### config.mk
export PLATFORM = sky130hd
export DESIGN_NAME = branch_predictor
export DESIGN_NICKNAME = d
export VERILOG_FILES = /design/src/rtl/branch_predictor.sv
export SDC_FILE = /design/constraint.sdc
export NUM_CORES = 2
export LEC_CHECK = 0
export ABC_CLOCK_PERIOD_IN_PS = 7900
export BUFFER_PORTS_ARGS = -buffer_cell sky130_fd_sc_hd__buf_2
export CAP_MARGIN = 5
export CORE_MARGIN = 5
export CORE_UTILIZATION = 50
export DETAILED_ROUTE_END_ITERATION = 16
export GPL_ROUTABILITY_DRIVEN = 0
export GPL_TIMING_DRIVEN = 0
export PLACE_DENSITY = 0.66
export SLEW_MARGIN = 20
export SYNTH_ARGS = -nofsm -noshare
export SYNTH_HDL_FRONTEND = slang
export SYNTH_SLANG_ARGS = --single-unit
### constraint.sdc
create_clock -name i_clk -period 7.9 [get_ports i_clk]
set_input_delay 1.58 -clock i_clk [delete_from_list [all_inputs] [get_ports i_clk]]
set_output_delay 1.58 -clock i_clk [all_outputs]
set_load 0.02 [all_outputs]
### src/rtl/branch_predictor.sv
// Fetch-side BTB predictor with 2-bit saturating counters, plus execute-side resolution,
// mispredict redirect and a saturating mispredict counter.
module branch_predictor #(
  parameter int unsigned ADDR_WIDTH = 32,
  parameter int unsigned INDEX_BITS = 4,
  parameter int unsigned CNT_WIDTH  = 16
) (
  input  logic                  i_clk,
  input  logic                  i_rst,
  input  logic [ADDR_WIDTH-1:0] i_PCF,
  input  logic                  i_stall,
  input  logic                  i_flushD,
  input  logic                  i_flushE,
  input  logic                  i_BranchE,
  input  logic                  i_TakenE,
  input  logic [ADDR_WIDTH-1:0] i_PCE,
  input  logic [ADDR_WIDTH-1:0] i_TargetE,
  input  logic [ADDR_WIDTH-1:0] i_PCPlus4E,
  output logic                  o_PredTakenF,
  output logic [ADDR_WIDTH-1:0] o_PredTargetF,
  output logic                  o_flushBranch,
  output logic [ADDR_WIDTH-1:0] o_PCCorrectE,
  output logic [CNT_WIDTH-1:0]  o_mispredCount
);

  localparam int unsigned Entries = 2 ** INDEX_BITS;
  localparam int unsigned TagW    = ADDR_WIDTH - INDEX_BITS - 2;

  logic                  r_valid  [Entries];
  logic [TagW-1:0]       r_tag    [Entries];
  logic [ADDR_WIDTH-1:0] r_target [Entries];
  logic [1:0]            r_cnt    [Entries];

  logic                  r_pred_taken_d;
  logic [ADDR_WIDTH-1:0] r_pred_target_d;
  logic                  r_pred_taken_e;
  logic [ADDR_WIDTH-1:0] r_pred_target_e;
  logic [CNT_WIDTH-1:0]  r_mispred_cnt;

  logic [INDEX_BITS-1:0] w_idx_f;
  logic [TagW-1:0]       w_tag_f;
  logic                  w_hit_f;
  logic [INDEX_BITS-1:0] w_idx_e;
  logic [TagW-1:0]       w_tag_e;
  logic                  w_hit_e;
  logic                  w_flush;

  assign w_idx_f = i_PCF[INDEX_BITS+1:2];
  assign w_tag_f = i_PCF[ADDR_WIDTH-1:INDEX_BITS+2];
  assign w_hit_f = r_valid[w_idx_f] && (r_tag[w_idx_f] == w_tag_f);

  assign w_idx_e = i_PCE[INDEX_BITS+1:2];
  assign w_tag_e = i_PCE[ADDR_WIDTH-1:INDEX_BITS+2];
  assign w_hit_e = r_valid[w_idx_e] && (r_tag[w_idx_e] == w_tag_e);

  // Lookup reads the registered table, so a same-cycle update is not visible to F.
  always_comb begin
    o_PredTakenF  = w_hit_f && r_cnt[w_idx_f][1];
    o_PredTargetF = '0;
    if (o_PredTakenF) o_PredTargetF = r_target[w_idx_f];
  end

  assign w_flush = i_BranchE &&
                   ((r_pred_taken_e != i_TakenE) ||
                    (i_TakenE && (r_pred_target_e != i_TargetE)));

  assign o_flushBranch  = w_flush;
  assign o_PCCorrectE   = i_TakenE ? i_TargetE : i_PCPlus4E;
  assign o_mispredCount = r_mispred_cnt;

  always_ff @(posedge i_clk) begin
    if (i_rst) begin
      for (int i = 0; i < Entries; i++) begin
        r_valid[i]  <= 1'b0;
        r_tag[i]    <= '0;
        r_target[i] <= '0;
        r_cnt[i]    <= 2'b01;
      end
    end else if (i_BranchE) begin
      if (w_hit_e) begin
        if (i_TakenE) begin
          if (r_cnt[w_idx_e] != 2'b11) r_cnt[w_idx_e] <= r_cnt[w_idx_e] + 2'd1;
          r_target[w_idx_e] <= i_TargetE;
        end else if (r_cnt[w_idx_e] != 2'b00) begin
          r_cnt[w_idx_e] <= r_cnt[w_idx_e] - 2'd1;
        end
      end else if (i_TakenE) begin
        // Allocation evicts whatever alias occupied this index.
        r_valid[w_idx_e]  <= 1'b1;
        r_tag[w_idx_e]    <= w_tag_e;
        r_target[w_idx_e] <= i_TargetE;
        r_cnt[w_idx_e]    <= 2'b10;
      end
    end
  end

  always_ff @(posedge i_clk) begin
    if (i_rst) begin
      r_pred_taken_d  <= 1'b0;
      r_pred_target_d <= '0;
      r_pred_taken_e  <= 1'b0;
      r_pred_target_e <= '0;
    end else begin
      if (i_flushD) begin
        r_pred_taken_d  <= 1'b0;
        r_pred_target_d <= '0;
      end else if (!i_stall) begin
        r_pred_taken_d  <= o_PredTakenF;
        r_pred_target_d <= o_PredTargetF;
      end
      if (i_flushE) begin
        r_pred_taken_e  <= 1'b0;
        r_pred_target_e <= '0;
      end else begin
        r_pred_taken_e  <= r_pred_taken_d;
        r_pred_target_e <= r_pred_target_d;
      end
    end
  end

  always_ff @(posedge i_clk) begin
    if (i_rst) begin
      r_mispred_cnt <= '0;
    end else if (w_flush && (r_mispred_cnt != '1)) begin
      r_mispred_cnt <= r_mispred_cnt + CNT_WIDTH'(1);
    end
  end

endmodule
==> flow_summary.ini <==
[outcome]
status = finished with violations
violations = setup timing

[global_routing]
grt_max_degree = 27
overflow = 0
grt_antenna_before_repair = 13
grt_usage_pct = 35.35
grt_pass1_vias = 36450
grt_pass1_wl_mm = 277.9

[drt]
wire_per_inst_um = 36.63
drt_wl_total_mm = 202.3
dr.pass1.iters = 13
drc = 0
ant_nets = 0
drtIter0Drc = 6497
vias = 37740
via_per_inst = 6.834

[power_and_ir_drop]
vdd_drop_max_mv = 0.1820
p_switching_mw = 3.406
p_sw_share_pct = 25.33
p_leak_nw = 22.83
combPwrFrac_pct = 11.5
power_density_mw_per_mm2 = 222.5
clockPowerShare_pct = 40.3
pwr-share-seq_pct = 48.2
intPower_mw = 10.04

[yosys]
synth_edf_count = 960
ys_seq_area_share_pct = 58.38
syn_area_mm2 = 0.05274
async_reset_ff_share_pct = 0
yosys_register_bits = 1058
syn_area_per_cell_um2 = 14.35
syn_nets = 3812
ys.flop_type = edfxtp_1
synthDistinctLibCells = 73
synth-warning-count = 0
postSynthCellCount = 3676

[clock_tree]
numCtsBuffers = 111
clk_latency_ns = 0.73
cts_root_buf = clkbuf_16
cts_tree = built
clock_sinks = 1058
htree_levels = 3
cts.path.max_buffers = 3
hold_buffers = 0
clk_pin_slew_ns = 0.06

[floorplan]
fp.dieW_um = 334.8
dieArea_mm2 = 0.1121
row_count = 119
start_util_pct = 50.24
core_area_mm2 = 0.1050
die_h_um = 334.8
ioPinCount = 217

[sta]
min_period_ns = 8.063
setup_viol = 30
worstMarginPinSlew_ns = 1.343
holdWs_ns = 0.4531
min_period_over_period_pct = 102.1
maxSlewHeadroom_pct = 10.45
maxSlewViolCount = 0
timing.fmax_mhz = 124.0
skew_ns = 0.04067
setup_ws_ns = -0.1629
hold_violations = 0
rsz0062_at_grt = false

[placement]
dp.cells = 5299
port_buffers = 193
hpwlAfterDp_mm = 137.6
preCtsSetupSlack_ns = -1.170

[worst_setup_path]
startpoint_type = primary input
slowest_stage = buf_1
endpoint_kind = primary output
cp.required_ns = 6.32
path_max_fanout = 10
arrival_ns = 6.48
worstPathCellList = buf_2, buf_1, mux4_2, mux4_2, xor2_1, nor4_4, nand3_1, nor3_1, nand3_2, buf_4, clkbuf_1, nor2_1, buf_2
max_stage_delay_ns = 0.96
critPathKind = in2out

[finish]
fin_util_pct = 57.57
layout_commonest_cell = edfxtp_1
fillers = 8371
syn2layout_area_growth_pct = 14.57
final_cells = 5522
nets = 4158
layout_common_cells = edfxtp_1 (960), and2_1 (565), and3_1 (423), mux4_2 (336), clkbuf_1 (302)
drive_above_1_share_pct = 23.13

[worst_hold_path]
hp-class = reg2reg

[run]
cap_violations = 0
## registers in the layout (all words and copies together), names as in the netlist
register         flops
r_tag              416
r_target           512
r_pred_target_d     32
r_valid             16
r_pred_taken_d       1
r_cnt               32
o_mispredCount      16
r_pred_taken_e       1
r_pred_target_e     32
## Yosys cell counts (7+ instances only)
cell type | number | area [um^2]
nand4_1 | 31 | 193.9
inv_1 | 13 | 48.80
nor2b_1 | 8 | 50.05
o21bai_1 | 16 | 120.1
buf_6 | 7 | 78.83
and3_1 | 423 | 2646
buf_1 | 14 | 52.55
clkbuf_1 | 286 | 1074
or2_1 | 15 | 93.84
mux2i_1 | 133 | 1331
nor3_1 | 12 | 60.06
nand3_1 | 15 | 75.07
o21ai_0 | 82 | 410.4
buf_4 | 8 | 60.06
mux4_2 | 336 | 7567
xor2_1 | 47 | 411.6
nand2_1 | 118 | 442.9
and2_1 | 565 | 3535
buf_2 | 60 | 300.3
mux2_2 | 75 | 844.6
edfxtp_1 | 960 | 28830
nor4_1 | 16 | 100.1
a21oi_1 | 48 | 240.2
nor2_1 | 80 | 300.3
dfxtp_1 | 98 | 1962
xnor2_1 | 43 | 376.6
a22oi_1 | 18 | 135.1
mux4_1 | 11 | 289.0
a21o_1 | 16 | 120.1
or3_1 | 41 | 256.5
## cell type report
type | count | area [um^2] | area share (%)
Antenna cell | 10 | 25.02 | 0.04141
Buffer | 381 | 1709 | 2.828
Clock buffer | 155 | 3085 | 5.106
Clock inverter | 57 | 616.8 | 1.021
Inverter | 15 | 57.56 | 0.09525
Multi-Input combinational cell | 2222 | 20450 | 33.85
Sequential cell | 1058 | 30790 | 50.95
Tap cell | 1391 | 1740 | 2.880
Timing Repair Buffer | 233 | 1952 | 3.230
## metrics by stage
stage	area (um^2)	total power, mW	setup TNS [ns]
final	60430	13.45	-3.559
after global routing	60410	13.67	0
after CTS	60370	13.32	0
after detailed placement	56640	8.059	-36.18
after global placement	55450	7.993	-742.59
after floorplan	52740	7.384	0
## path summary, 6_finish.rpt
check / startpoint / endpoint / slack [ns] / depth (start not counted)
worst max-delay path: i_PCF[3] / o_PredTargetF[19] / -0.16 / 13
worst min-delay path: r_pred_target_d[5]$_SDFFE_PP0N_ / r_pred_target_e[5]$_SDFF_PP0_ / 0.45 / 1
worst max register to register: r_tag[12][16]$_SDFFCE_PN0P_ / r_cnt[13][0]$_SDFFCE_PN1P_ / 2.82 / 9
worst min register to register: r_pred_target_d[5]$_SDFFE_PP0N_ / r_pred_target_e[5]$_SDFF_PP0_ / 0.45 / 1
## power by group through the flow
stage	registers, mW	clock network (mW)	logic [mW]
global route	6.50	5.61	1.56
floorplan	6.55	0	0.831
detailed placement	6.59	0	1.47
finish	6.48	5.42	1.55
global placement	6.61	0	1.38
CTS	6.48	5.37	1.47
## kinds of logic (layout without fill, tap and decap cells)
family                   after synthesis  count (layout)  share of synthesized area (%)
AND/OR/NAND/NOR                     1343            1343                          14.99
flip-flops                          1058            1058                          58.38
multiplexers                         556             556                          19.06
buffers and inverters                396             841                          3.274
AO/OA/AOI/OAI                        231             231                          2.747
XOR/XNOR                              91              91                          1.525
adder cells (fa/ha/maj)                1               1                        0.02372
other                                  0              10                              0
## metal layers
metal / track usage (%) / routed length [um] / vias to the layer above
li1: - / - / 14690
met1: 45.45 / 69750 / 18860
met2: 50.57 / 85500 / 3389
met3: 15.75 / 33290 / 791
met4: 18.84 / 13520 / 10
met5: 1.106 / 200 / -
## worst max-delay path: cells and delay by family
family	cells	cell delay, ns
AND/OR/NAND/NOR	5	1.70
XOR/XNOR	1	0.27
buffers and inverters	5	1.89
multiplexers	2	1.00
## repair_timing
action                                  in CTS  in global routing
setup buffers                                1                  0
pin swaps                                    1                  0
resized for setup                            8                 11
endpoints found under the setup margin      33                 33
gates cloned                                 0                  0
hold endpoints to repair                     0                  0
Note: power is estimated with default switching activity, not from simulation.
